--- src/rtl/reg_pkg.sv ---
// Shared helpers for the reg_* register primitives.
package reg_pkg;

  // Width of an occupancy counter able to hold 0..depth; never narrower than 1 bit.
  function automatic int unsigned cnt_width(input int unsigned depth);
    int unsigned w;
    w = $clog2(depth + 1);
    return (w < 1) ? 32'd1 : w;
  endfunction

endpackage

--- src/rtl/reg_pipe_if.sv ---
// Valid/ready bus of reg_pipe: upstream port, downstream port, flush and occupancy.
interface reg_pipe_if
  import reg_pkg::*;
#(
  parameter int unsigned WIDTH = 8,
  parameter int unsigned DEPTH = 2
);
  localparam int unsigned CW = cnt_width(DEPTH);

  logic             flush;
  logic [WIDTH-1:0] in_data;
  logic             in_valid;
  logic             in_ready;
  logic [WIDTH-1:0] out_data;
  logic             out_valid;
  logic             out_ready;
  logic [CW-1:0]    count;

  modport master (
    output flush, in_data, in_valid, out_ready,
    input  in_ready, out_data, out_valid, count
  );

  modport slave (
    input  flush, in_data, in_valid, out_ready,
    output in_ready, out_data, out_valid, count
  );
endinterface

--- src/rtl/reg_pipe_stage.sv ---
// One elastic register stage: valid bit plus data, ready passes through when empty.
module reg_pipe_stage #(
  parameter int unsigned      WIDTH       = 8,
  parameter logic [WIDTH-1:0] RESET_VALUE = '0,
  parameter bit               DATA_RESET  = 1'b1
) (
  input  logic             clk,
  input  logic             reset_n,
  input  logic             flush,
  input  logic             up_valid,
  input  logic [WIDTH-1:0] up_data,
  input  logic             dn_ready,
  output logic             stage_ready,
  output logic             v,
  output logic [WIDTH-1:0] d
);

  logic xfer;

  assign stage_ready = ~v | dn_ready;
  assign xfer        = up_valid & stage_ready & ~flush;

  always_ff @(posedge clk or negedge reset_n) begin
    if (!reset_n) begin
      v <= 1'b0;
    end else if (flush) begin
      v <= 1'b0;
    end else if (xfer) begin
      v <= 1'b1;
    end else if (dn_ready) begin
      v <= 1'b0;
    end
  end

  // Data registers are optionally left without reset to save reset routing.
  generate
    if (DATA_RESET) begin : g_data_rst
      always_ff @(posedge clk or negedge reset_n) begin
        if (!reset_n) begin
          d <= RESET_VALUE;
        end else if (flush) begin
          d <= RESET_VALUE;
        end else if (xfer) begin
          d <= up_data;
        end
      end
    end else begin : g_data_norst
      always_ff @(posedge clk) begin
        if (xfer) begin
          d <= up_data;
        end
      end
    end
  endgenerate

endmodule

--- src/rtl/reg_pipe.sv ---
// Elastic register pipeline of DEPTH stages with bubble collapsing, flush and occupancy count.
module reg_pipe
  import reg_pkg::*;
#(
  parameter int unsigned      WIDTH       = 8,
  parameter int unsigned      DEPTH       = 2,
  parameter logic [WIDTH-1:0] RESET_VALUE = '0,
  parameter bit               DATA_RESET  = 1'b1
) (
  input  logic         clk,
  input  logic         reset_n,
  reg_pipe_if.slave    bus
);

  localparam int unsigned CW = cnt_width(DEPTH);

  generate
    if (DEPTH == 0) begin : g_pass
      logic unused_clk;
      assign unused_clk    = clk;
      assign bus.out_data  = bus.in_data;
      assign bus.out_valid = bus.in_valid & ~bus.flush & reset_n;
      assign bus.in_ready  = bus.out_ready & ~bus.flush & reset_n;
      assign bus.count     = '0;
    end else begin : g_pipe
      logic [DEPTH-1:0] v;
      logic [WIDTH-1:0] d [DEPTH];
      logic [DEPTH:0]   sr;
      logic [CW-1:0]    cnt;

      assign sr[DEPTH] = bus.out_ready;

      for (genvar i = 0; i < DEPTH; i++) begin : g_stage
        logic             up_valid;
        logic [WIDTH-1:0] up_data;

        if (i == 0) begin : g_head
          assign up_valid = bus.in_valid;
          assign up_data  = bus.in_data;
        end else begin : g_link
          assign up_valid = v[i-1];
          assign up_data  = d[i-1];
        end

        reg_pipe_stage #(
          .WIDTH       (WIDTH),
          .RESET_VALUE (RESET_VALUE),
          .DATA_RESET  (DATA_RESET)
        ) u_stage (
          .clk         (clk),
          .reset_n     (reset_n),
          .flush       (bus.flush),
          .up_valid    (up_valid),
          .up_data     (up_data),
          .dn_ready    (sr[i+1]),
          .stage_ready (sr[i]),
          .v           (v[i]),
          .d           (d[i])
        );
      end

      // Occupancy is the population count of stage valid bits.
      always_comb begin
        cnt = '0;
        for (int i = 0; i < DEPTH; i++) begin
          cnt = cnt + CW'(v[i]);
        end
      end

      // Stages clear their valid bits in reset, so the input must be gated explicitly.
      assign bus.in_ready  = sr[0] & ~bus.flush & reset_n;
      assign bus.out_valid = v[DEPTH-1];
      assign bus.out_data  = d[DEPTH-1];
      assign bus.count     = cnt;
    end
  endgenerate

endmodule

--- src/flat_wrapper.sv ---
// flat-port wrapper written by rule: the top's interface ports become plain ports
module reg_pipe_flat import reg_pkg::*;
#(
  parameter int unsigned      WIDTH       = 8,
  parameter int unsigned      DEPTH       = 2,
  parameter logic [WIDTH-1:0] RESET_VALUE = '0,
  parameter bit               DATA_RESET  = 1'b1
)
  (clk, reset_n, bus_flush, bus_in_data, bus_in_valid, bus_out_ready, bus_in_ready, bus_out_data, bus_out_valid, bus_count);
  reg_pipe_if #(.WIDTH(WIDTH), .DEPTH(DEPTH)) bus_i ();
  input  logic clk;
  input  logic reset_n;
  input wire logic [$bits(bus_i.flush)-1:0] bus_flush;
  input wire logic [$bits(bus_i.in_data)-1:0] bus_in_data;
  input wire logic [$bits(bus_i.in_valid)-1:0] bus_in_valid;
  input wire logic [$bits(bus_i.out_ready)-1:0] bus_out_ready;
  output wire logic [$bits(bus_i.in_ready)-1:0] bus_in_ready;
  output wire logic [$bits(bus_i.out_data)-1:0] bus_out_data;
  output wire logic [$bits(bus_i.out_valid)-1:0] bus_out_valid;
  output wire logic [$bits(bus_i.count)-1:0] bus_count;
  assign bus_i.flush = bus_flush;
  assign bus_i.in_data = bus_in_data;
  assign bus_i.in_valid = bus_in_valid;
  assign bus_i.out_ready = bus_out_ready;
  assign bus_in_ready = bus_i.in_ready;
  assign bus_out_data = bus_i.out_data;
  assign bus_out_valid = bus_i.out_valid;
  assign bus_count = bus_i.count;
  reg_pipe #(.WIDTH(WIDTH), .DEPTH(DEPTH), .RESET_VALUE(RESET_VALUE), .DATA_RESET(DATA_RESET)) u_core (.clk(clk), .reset_n(reset_n), .bus(bus_i));
endmodule
--- config.mk ---
export PLATFORM = sky130hd
export DESIGN_NAME = reg_pipe_flat
export DESIGN_NICKNAME = d
export VERILOG_FILES = /design/src/rtl/reg_pkg.sv /design/src/rtl/reg_pipe_if.sv /design/src/rtl/reg_pipe_stage.sv /design/src/rtl/reg_pipe.sv /design/src/flat_wrapper.sv
export SDC_FILE = /design/constraint.sdc
export NUM_CORES = 1
export LEC_CHECK = 0
export CAP_MARGIN = 20
export CORE_MARGIN = 4
export CORE_UTILIZATION = 44
export CTS_CLUSTER_SIZE = 30
export DETAILED_ROUTE_END_ITERATION = 7
export GPL_TIMING_DRIVEN = 0
export MAX_ROUTING_LAYER = met4
export PLACE_DENSITY = 0.79
export SLEW_MARGIN = 40
export SYNTH_ARGS = -nofsm -noshare
export SYNTH_HDL_FRONTEND = slang
export SYNTH_SLANG_ARGS = --single-unit
--- constraint.sdc ---
create_clock -name clk -period 1.2 [get_ports clk]
set_input_delay 0.3 -clock clk [delete_from_list [all_inputs] [get_ports clk]]
set_output_delay 0.3 -clock clk [all_outputs]
set_load 0.01 [all_outputs]
==> impl_metrics.py, run 1 <==
metrics = {
    "run_status": {
        "status": "finished with violations",
        "failed_checks": "setup timing",
    },
    "sta": {
        "setup_ws_ns": -0.3483,
        "drv_slew": 0,
        "hold_viol_final": 0,
        "slew_headroom": 0.6300,
        "post-route-min-period_ns": 1.548,
        "hold_slack_ns": 0.03992,
        "period_share": 1.290,
        "tightest_slew_ns": 0.5550,
        "max_freq_mhz": 645.9,
        "setup_viol": 22,
        "tns_ns": -4.678,
        "rsz0062_at_grt": "yes",
        "fin_worst_skew_ns": 0.001783,
    },
    "logic_synthesis": {
        "synth.most_common_cell": "dfrtp_1",
        "ys_warn_count": 0,
        "avgSynthCellArea_sq_um": 11.90,
        "synth_area_leaders": "dfrtp_1, a22o_1, a21oi_1, nand3_1, o21ai_0",
        "synth_top_flop_cell": "dfrtp_1",
        "synth_top_area_frac": 0.5825,
        "syn_inst": 65,
        "syn_nets": 79,
        "async_flop_share": 1.000,
        "syn_area_sq_um": 773.2,
        "yosysTopAreaCell": "dfrtp_1",
        "synth_edf_count": 0,
        "ys_seq_area_frac": 0.5825,
        "synth_seq_cells": 18,
        "yosys-top-cells-count": "dfrtp_1, a21oi_1, a22o_1, nand3_1, o21ai_0",
        "ys_types": 17,
    },
    "drt": {
        "drt-total-wl_um": 1824,
        "vias": 637,
        "firstDrtPassIters": 5,
        "drt_first_iter_violations": 12,
        "vias_per_cell": 5.444,
        "drc": 0,
        "detail-route-antenna-nets": 0,
        "routedWlPerCell_um": 15.59,
    },
    "power_and_ir_drop": {
        "irDropWorstVdd_v": 0.0007851,
        "power.density_nw_per_um2": 1052,
        "p_leak_nw": 0.5588,
    },
    "placement": {
        "dpl.hpwl_um": 1243,
        "gp_congestion": 0.7678,
        "io_buffers": 24,
        "dp_cells": 105,
        "place_ws_ns": -1.321,
    },
    "cells_and_area": {
        "seq_area_sq_um": 451.7,
        "multi_input_area_sq_um": 356.6,
        "fillers": 103,
        "utilization": 0.7317,
        "final_net_count": 116,
        "syn2layout_area_growth_pct": 49.19,
        "diodes": 0,
        "drive_gt1_frac": 0.4653,
        "stdcell_count": 117,
    },
    "grt": {
        "grt_overflow": 0,
        "grt_pass1_vias": 615,
        "grt_pass1_wl_um": 2891,
        "antenna_found_initial": 0,
        "grt_use_total": 0.1631,
        "grt_max_degree": 20,
    },
    "clock_tree": {
        "clock_latency_ns": 0.29,
        "tritoncts": "yes",
        "clk_pin_slew_ns": 0.10,
        "cts-hold-fix-buffers": 0,
        "h-tree-depth": 1,
        "cts_sinks": 18,
        "clockBufferDepth": 2,
        "cts_root_buf": "clkbuf_4",
        "numCtsBuffers": 3,
    },
    "worst_hold_path": {
        "hold_class": "primary input to asynchronous set/reset pin",
    },
    "critical_path": {
        "r2r_cells": 6,
        "crit_family": "flip-flops",
        "slowest_delay_ns": 0.43,
        "path_buf_inv": 1,
        "r2r_setup_slack_ns": -0.29,
        "required_ns": 0.90,
        "cp.arrival_ns": 1.25,
        "path_max_fanout": 3,
        "worst-path-stages": 3,
        "r2r_start": "u_core.g_pipe.g_stage[1].u_stage.v$_DFFE_PN0P_",
        "cp-end-kind": "output pin",
        "cp-startpoint": "u_core.g_pipe.g_stage[1].u_stage.v$_DFFE_PN0P_",
        "crit_chain": "and3b_2, nor3b_2, buf_2",
        "r2r-end": "u_core.g_pipe.g_stage[0].u_stage.d[3]$_DFFE_PN0P_",
        "crit_end": "bus_in_ready",
        "cpMaxStageDelayCell": "dfrtp_2",
        "worstSetupStartpointType": "flop",
        "crit_type": "flop to output pin",
    },
    "floorplan": {
        "die_area_sq_um": 2492,
        "core-area_sq_um": 1577,
        "num_rows": 14,
        "die_w_um": 49.92,
        "start_util": 0.4905,
        "die_h_um": 49.92,
        "io_pins": 25,
    },
    "job": {
        "maxCapViolations": 0,
    },
}
==> worst register-to-register path, delay by kind of cell, from the launching register on <==
kind | cells | cell delay (ns)
AND/OR/NAND/NOR | 2 | 0.48
flip-flops | 1 | 0.43
buffers and inverters | 3 | 0.34
AO/OA/AOI/OAI | 1 | 0.18
==> layer usage <==
metal	track usage	routed length (um)	up-vias
met5	-	0	-
met4	0.1106	41	0
met3	0.03916	85	2
met2	0.2489	945	18
met1	0.1889	751	303
li1	-	-	314
==> cell usage in the layout (no fill, tap or decap), drive strengths merged <==
cell	instances
o21ai	8
clkdlybuf4s50	10
and3b	1
ha	1
and2b	1
a21oi	11
nand2b	1
clkbuf	5
nor3b	1
nand3b	1
inv	2
nand3	8
buf	22
nor3	1
dlygate4sd2	1
a22o	8
dfrtp	18
clkdlybuf4s15	1
==> report_power, final <==
group          internal, mW  total (mW)  switching [mW]  leakage (nW)
clock network         0.185       0.371           0.187        0.0210
logic                0.0972       0.193          0.0954         0.296
registers             0.632       0.650          0.0176         0.242
total                 0.914        1.21           0.300         0.559
==> area by class of cell <==
type	count	area share
tap	16	0.01735
buffer	3	0.02278
multi-input combinational	42	0.3091
timing repair buffer	32	0.2213
sequential	18	0.3915
clock buffer	4	0.03145
inverter	2	0.006508
==> stage by stage <==
stage / power [mW] / cell area (sq um)
floorplan: 0.7303 / 779.5
global placement: 0.8265 / 1040
detailed placement: 0.8337 / 1040
CTS: 1.196 / 1081
global route: 1.278 / 1154
finish: 1.214 / 1154
==> worst min-delay path by stage <==
stage / end / depth (start not counted) / slack (ns)
finish: u_core.g_pipe.g_stage[1].u_stage.d[0]$_DFFE_PN0P_ / 1 / 0.04
global route: u_core.g_pipe.g_stage[1].u_stage.d[0]$_DFFE_PN0P_ / 1 / 0.04
CTS: u_core.g_pipe.g_stage[1].u_stage.d[7]$_DFFE_PN0P_ / 1 / 0.05
detailed placement: u_core.g_pipe.g_stage[0].u_stage.d[4]$_DFFE_PN0P_ / 1 / 0.50
global placement: u_core.g_pipe.g_stage[0].u_stage.d[7]$_DFFE_PN0P_ / 1 / 0.49
floorplan: u_core.g_pipe.g_stage[0].u_stage.d[0]$_DFFE_PN0P_ / 0 / 0.004
==> registers in the layout (all words and copies together) (netlist names) <==
| signal | cells |
|---|---|
| u_core.g_pipe.g_stage.u_stage.v | 2 |
| u_core.g_pipe.g_stage.u_stage.d | 16 |
==> kinds of logic after synthesis <==
| group | count (synthesis) | synth area share |
|---|---|---|
| flip-flops | 18 | 0.5825 |
| AO/OA/AOI/OAI | 27 | 0.2282 |
| AND/OR/NAND/NOR | 14 | 0.1376 |
| adder cells (fa/ha/maj) | 1 | 0.01618 |
| buffers and inverters | 5 | 0.03559 |
==> timing repair <==
action                     in CTS  in global routing
setup endpoints to repair      30                 22
setup buffers                   6                  2
gates resized for setup        66                 18
cloned                          0                  1
pin swaps                      11                  8
Power figures use the tool's default switching activity.
==> inputs of run 2 (changes only) <==
Settings changed: GPL_TIMING_DRIVEN 0 to default.
==> run 2 against run 1 <==
Net effect: the run still ends with setup timing left; flip-flop and latch count stayed put; die area stayed put; design area is 1.7% lower; count of clock-buffer cells in the layout stayed put; combinational power is 4% higher; largest cell class unchanged; clock power is 4% lower; fmax is 1.6% lower; utilization is 1.3 points lower; highest routed layer unchanged.
==> impl_metrics.py, run 2 (synthesis results as in run 1) <==
metrics = {
    "run_status": {
        "status": "finished with violations",
        "failed_checks": "setup timing",
    },
    "clock_tree": {
        "cts-hold-fix-buffers": 0,
        "h-tree-depth": 1,
        "cts_sinks": 18,
        "clockBufferDepth": 2,
        "clk_pin_slew_ns": 0.10,
        "tritoncts": "yes",
        "numCtsBuffers": 3,
        "cts_root_buf": "clkbuf_4",
        "clock_latency_ns": 0.28,
    },
    "power_and_ir_drop": {
        "power.density_nw_per_um2": 1063,
        "fin_total_pwr_mw": 1.205,
        "irDropWorstVdd_v": 0.0008979,
        "p_leak_nw": 0.5607,
    },
    "critical_path": {
        "crit_end": "bus_in_ready",
        "r2r-end": "u_core.g_pipe.g_stage[0].u_stage.d[7]$_DFFE_PN0P_",
        "worstSetupStartpointType": "flop",
        "required_ns": 0.90,
        "crit_chain": "buf_6, and3b_1, nor3b_2, buf_2",
        "r2r_start": "u_core.g_pipe.g_stage[1].u_stage.v$_DFFE_PN0P_",
        "path_max_fanout": 2,
        "cp-end-kind": "output pin",
        "cp-startpoint": "u_core.g_pipe.g_stage[1].u_stage.v$_DFFE_PN0P_",
        "r2r_cells": 5,
        "crit_type": "flop to output pin",
        "slowest_delay_ns": 0.42,
        "r2r_setup_slack_ns": -0.15,
        "cp.arrival_ns": 1.27,
        "cpMaxStageDelayCell": "dfrtp_2",
    },
    "placement": {
        "dpl.hpwl_um": 1347,
        "gp_congestion": 0.7483,
        "place_ws_ns": -0.8408,
        "io_buffers": 24,
    },
    "drt": {
        "drc": 0,
        "drt-total-wl_um": 1796,
        "routedWlPerCell_um": 14.97,
        "detail-route-antenna-nets": 0,
        "vias_per_cell": 5.308,
        "firstDrtPassIters": 3,
        "drt_first_iter_violations": 4,
        "vias": 637,
    },
    "cells_and_area": {
        "final_cell_mix": "dfrtp_1, buf_4, clkdlybuf4s50_1",
        "syn2layout_area_growth_pct": 46.60,
        "largest_register_ffs": 16,
        "diodes": 0,
        "drive_gt1_frac": 0.3750,
        "reg_top3": "u_core.g_pipe.g_stage.u_stage.d x16, u_core.g_pipe.g_stage.u_stage.v x2",
        "largest_register": "u_core.g_pipe.g_stage.u_stage.d",
        "final_net_count": 119,
        "final_common_cell": "dfrtp_1",
    },
    "sta": {
        "fin_worst_skew_ns": 0.0005654,
        "max_freq_mhz": 635.3,
        "rsz0062_at_grt": "yes",
        "tns_ns": -3.218,
        "period_share": 1.312,
        "drv_slew": 0,
        "setup_ws_ns": -0.3740,
        "post-route-min-period_ns": 1.574,
        "setup_viol": 20,
        "slew_headroom": 0.7941,
        "tightest_slew_ns": 0.3078,
        "hold_viol_final": 0,
    },
    "floorplan": {
        "core-area_sq_um": 1577,
        "num_rows": 14,
        "die_area_sq_um": 2492,
        "die_w_um": 49.92,
        "io_pins": 25,
        "start_util": 0.4905,
        "die_h_um": 49.92,
    },
    "grt": {
        "grt_max_degree": 19,
        "grt_overflow": 0,
        "antenna_found_initial": 0,
        "grt_pass1_vias": 619,
        "grt_use_total": 0.1592,
        "grt_pass1_wl_um": 2891,
    },
    "worst_hold_path": {
        "hold_class": "primary input to asynchronous set/reset pin",
    },
    "job": {
        "maxCapViolations": 0,
    },
}
run 2: cell types whose count changed in the layout (fill, tap and decap cells not counted), sizes merged:
cell and change:
clkinvlp +1, buf -2, clkdlybuf4s15 -1, clkdlybuf4s50 +1
clkbuf +5, inv -1
run 2: timing repair:
| action | in CTS | in global routing |
|---|---|---|
| resized for setup | 47 | 11 |
| setup buffers | 7 | 2 |
| setup endpoints to repair | 20 | 27 |
| hold endpoints to repair | 0 | 0 |
| pin swaps | 9 | 5 |
run 2: metal layers:
layer  vias to the layer above  GRT usage  routed length [um]  share of wire
li1                        321          -                   -              -
met1                       296     0.1950                 792           0.44
met2                        16     0.2511                 880           0.49
met3                         4    0.03313                  73          0.041
met4                         0    0.07373                  50          0.028
met5                         -          -                   0              0
run 2: metrics by stage:
stage / util / std cells / hold slack [ns] / instance area (sq um)
2_1_floorplan: - / 65 / 0.004409 / 779.5
6_report: 0.7190 / 120 / 0.3777 / 1134
3_5_place_dp: 0.6802 / 109 / 0.4980 / 1072
3_3_place_gp: 0.6802 / 109 / 0.4982 / 1072
5_1_grt: 0.7190 / 120 / 0.3713 / 1134
4_1_cts: 0.7294 / 118 / 0.3833 / 1150
run 2: power breakdown:
group | leakage [nW] | internal [mW] | total, mW | switching [mW]
Sequential | 0.242 | 0.632 | 0.649 | 0.0166
Clock | 0.0210 | 0.184 | 0.355 | 0.171
Combinational | 0.298 | 0.110 | 0.201 | 0.0908
Total | 0.561 | 0.927 | 1.21 | 0.279
run 2: how the worst min path moves through the flow:
| stage | to | cells after the start | slack (ns) | start |
|---|---|---|---|---|
| 2_1_floorplan | u_core.g_pipe.g_stage[0].u_stage.d[0]$_DFFE_PN0P_ | 0 | 0.004 | reset_n |
| 3_3_place_gp | u_core.g_pipe.g_stage[0].u_stage.d[5]$_DFFE_PN0P_ | 1 | 0.50 | u_core.g_pipe.g_stage[0].u_stage.d[5]$_DFFE_PN0P_ |
| 3_5_place_dp | u_core.g_pipe.g_stage[0].u_stage.d[6]$_DFFE_PN0P_ | 1 | 0.50 | u_core.g_pipe.g_stage[0].u_stage.d[6]$_DFFE_PN0P_ |
| 4_1_cts | u_core.g_pipe.g_stage[1].u_stage.d[0]$_DFFE_PN0P_ | 2 | 0.38 | reset_n |
| 5_1_grt | u_core.g_pipe.g_stage[1].u_stage.d[0]$_DFFE_PN0P_ | 2 | 0.37 | reset_n |
| 6_report | u_core.g_pipe.g_stage[1].u_stage.d[0]$_DFFE_PN0P_ | 2 | 0.38 | reset_n |
run 2: final cells by class:
class / instances / area [sq um]
clock buffer: 4 / 36.28
fill: 121 / 442.9
inverter: 2 / 11.26
multi-input combinational: 42 / 316.6
sequential: 18 / 451.7
tap: 16 / 20.02
timing repair buffer: 38 / 297.8
run 2: worst max-delay path: cells and delay by family (launching register included):
| kind | cells | cell delay (ns) |
|---|---|---|
| buffers and inverters | 2 | 0.26 |
| flip-flops | 1 | 0.42 |
| AND/OR/NAND/NOR | 2 | 0.31 |
==> inputs of run 3 (changes only) <==
Settings changed: CORE_UTILIZATION 44 to 47, SKIP_CTS_REPAIR_TIMING from default to 1, SYNTH_HIERARCHICAL from default to 1.
==> run 3 against run 2 <==
Net effect: the flow still finishes with violations (setup timing); critical path depth is the same; sequential share of layout area fell by 4.8 points; flip-flop and latch count did not move; area after synthesis increased by 29%; final cell count grew 16%; utilization is 6.9 points lower; synthesized cell count grew 29%; first-iteration DRC count increased to 4.3 times the previous value; register-to-register slack better by 0.14 ns; combinational power up 2%; via count grew 14%; design area grew 14%.
==> impl_metrics.py, run 3 <==
metrics = {
    "run_status": {
        "status": "finished with violations",
        "failed_checks": "setup timing",
    },
    "sta": {
        "hold_viol_final": 0,
        "hold_slack_ns": 0.4002,
        "drv_slew": 0,
        "period_share": 1.272,
        "fin_worst_skew_ns": 0.006900,
        "setup_viol": 8,
        "setup_ws_ns": -0.3268,
        "slew_headroom": 0.8144,
        "post-route-min-period_ns": 1.527,
        "tightest_slew_ns": 0.2785,
        "tns_ns": -0.8278,
        "rsz0062_at_grt": "yes",
        "max_freq_mhz": 654.9,
    },
    "logic_synthesis": {
        "yosys-top-cells-count": "dfrtp_1, a21bo_1, a21oi_2, nand3_1, buf_6",
        "synth.most_common_cell": "dfrtp_1",
        "synth_seq_cells": 18,
        "muxShareOfSynthArea": 0,
        "synthSimpleGateAreaFrac": 0.1170,
        "avgSynthCellArea_sq_um": 11.84,
        "synth_area_leaders": "dfrtp_1, a21bo_1, a21oi_2, buf_6, nand3_1",
        "synth_top_area_frac": 0.4528,
        "synth_xor_area_frac": 0,
        "ys_types": 11,
        "syn_inst": 84,
        "synth_edf_count": 0,
        "yosysTopAreaCell": "dfrtp_1",
        "synth_top_family_by_area": "compound AO/OA/AOI/OAI gates",
        "syn_area_sq_um": 994.7,
        "async_flop_share": 1.000,
        "ys_seq_area_frac": 0.4528,
        "synth_compound_area_frac": 0.3119,
        "synthAdderAreaFrac": 0.01258,
        "ys_warn_count": 6,
        "synth_top_flop_cell": "dfrtp_1",
        "syn_nets": 98,
    },
    "clock_tree": {
        "numCtsBuffers": 3,
        "clock_latency_ns": 0.30,
        "clockBufferDepth": 2,
        "h-tree-depth": 1,
        "cts_sinks": 18,
        "cts_root_buf": "clkbuf_4",
        "tritoncts": "yes",
        "clk_pin_slew_ns": 0.11,
    },
    "cells_and_area": {
        "final_common_cell": "dfrtp_1",
        "final_net_count": 127,
        "reg_top3": "u_core/g_pipe.g_stage.u_stage/d x16, u_core/g_pipe.g_stage.u_stage/v x2",
        "diodes": 0,
        "drive_gt1_frac": 0.3482,
        "largest_register": "u_core/g_pipe.g_stage.u_stage/d",
        "syn2layout_area_growth_pct": 29.43,
        "largest_register_ffs": 16,
        "final_cell_mix": "dfrtp_1, nand3_1, a21bo_1, a21oi_2, clkdlybuf4s50_1",
    },
    "critical_path": {
        "crit_type": "flop to output pin",
        "cp-end-kind": "output pin",
        "r2r_start": "u_core/g_pipe.g_stage[1].u_stage/v$_DFFE_PN0P_",
        "path_max_fanout": 3,
        "cp.arrival_ns": 1.23,
        "cpMaxStageDelayCell": "dfrtp_2",
        "crit_family": "flip-flops",
        "path_buf_inv": 1,
        "required_ns": 0.90,
        "crit_chain": "nand2b_4, nand2b_4, and3b_1, buf_2",
        "cp-startpoint": "u_core/g_pipe.g_stage[1].u_stage/v$_DFFE_PN0P_",
        "slowest_delay_ns": 0.45,
        "path_common_cell": "nand2b_4",
        "worstSetupStartpointType": "flop",
    },
    "power_and_ir_drop": {
        "fin_total_pwr_mw": 1.236,
        "power.density_nw_per_um2": 959.7,
        "irDropWorstVdd_v": 0.0006158,
        "p_leak_nw": 0.6712,
    },
    "drt": {
        "drt-total-wl_um": 2033,
        "drt_first_iter_violations": 17,
        "vias": 728,
        "routedWlPerCell_um": 14.63,
        "firstDrtPassIters": 4,
        "vias_per_cell": 5.237,
        "drc": 0,
        "detail-route-antenna-nets": 0,
    },
    "grt": {
        "grt_pass1_vias": 669,
        "grt_overflow": 0,
        "antenna_found_initial": 0,
        "grt_max_degree": 19,
        "grt_use_total": 0.1533,
        "grt_pass1_wl_um": 3091,
    },
    "floorplan": {
        "die_w_um": 54.01,
        "start_util": 0.5019,
        "num_rows": 16,
        "die_h_um": 54.01,
        "die_area_sq_um": 2917,
        "core-area_sq_um": 1982,
        "io_pins": 25,
    },
    "placement": {
        "io_buffers": 24,
        "dpl.hpwl_um": 1333,
        "gp_congestion": 0.7124,
    },
    "job": {
        "maxCapViolations": 0,
    },
    "worst_hold_path": {
        "hold_class": "primary input to asynchronous set/reset pin",
    },
}
run 3: worst reg2reg max path: cells and delay by family (launching register included):
family	cells	cell delay (ns)
AO/OA/AOI/OAI	2	0.35
buffers and inverters	1	0.19
flip-flops	1	0.42
AND/OR/NAND/NOR	2	0.19
run 3: per-stage QoR:
step                std cells  utilization  instance area, sq um  worst slack, ns
global placement          131       0.6206                  1230          -0.7925
detailed placement        131       0.6206                  1230          -0.7796
global route              139       0.6496                  1287          -0.3914
floorplan                  84            -                 996.0          -0.3793
finish                    139       0.6496                  1287          -0.3268
CTS                       135       0.6389                  1266          -0.7870
run 3: area by class of cell:
cell class                      instances  area, sq um
Tap cell                               27        33.78
Clock buffer                            4        36.28
Sequential cell                        18        451.7
Fill cell                             161        694.4
Inverter                                2        7.507
Multi-Input combinational cell         54        439.2
Timing Repair Buffer                   34        319.1
run 3: per-layer routing:
layer,global-route usage,up-vias,share of wire
met3,0.02493,2,0.073
met2,0.2218,29,0.46
met5,-,-,0
li1,-,356,-
met4,0.06224,0,0.0069
met1,0.2128,341,0.46
run 3: final timing paths:
path | to | slack, ns | cells after the start
max | bus_in_ready | -0.33 | 4
min | u_core/g_pipe.g_stage[0].u_stage/v$_DFFE_PN0P_ | 0.40 | 2
max reg2reg | u_core/g_pipe.g_stage[0].u_stage/d[2]$_DFFE_PN0P_ | -0.01 | 5
min reg2reg | u_core/g_pipe.g_stage[1].u_stage/d[1]$_DFFE_PN0P_ | 0.56 | 2
max in group asynchronous | u_core/g_pipe.g_stage[1].u_stage/v$_DFFE_PN0P_ | 0.60 | 2
min in group clk | u_core/g_pipe.g_stage[0].u_stage/d[0]$_DFFE_PN0P_ | 0.54 | 3
run 3: cells by family after synthesis:
kind of cell,after synthesis
compound gates,34
fa+ha+maj,1
buf+inv,12
flops,18
simple gates,19
run 3: power by group:
group	internal [mW]	switching [mW]	total [mW]
clock	0.185	0.199	0.384
combinational	0.108	0.0980	0.206
sequential	0.631	0.0153	0.646
total	0.924	0.312	1.24
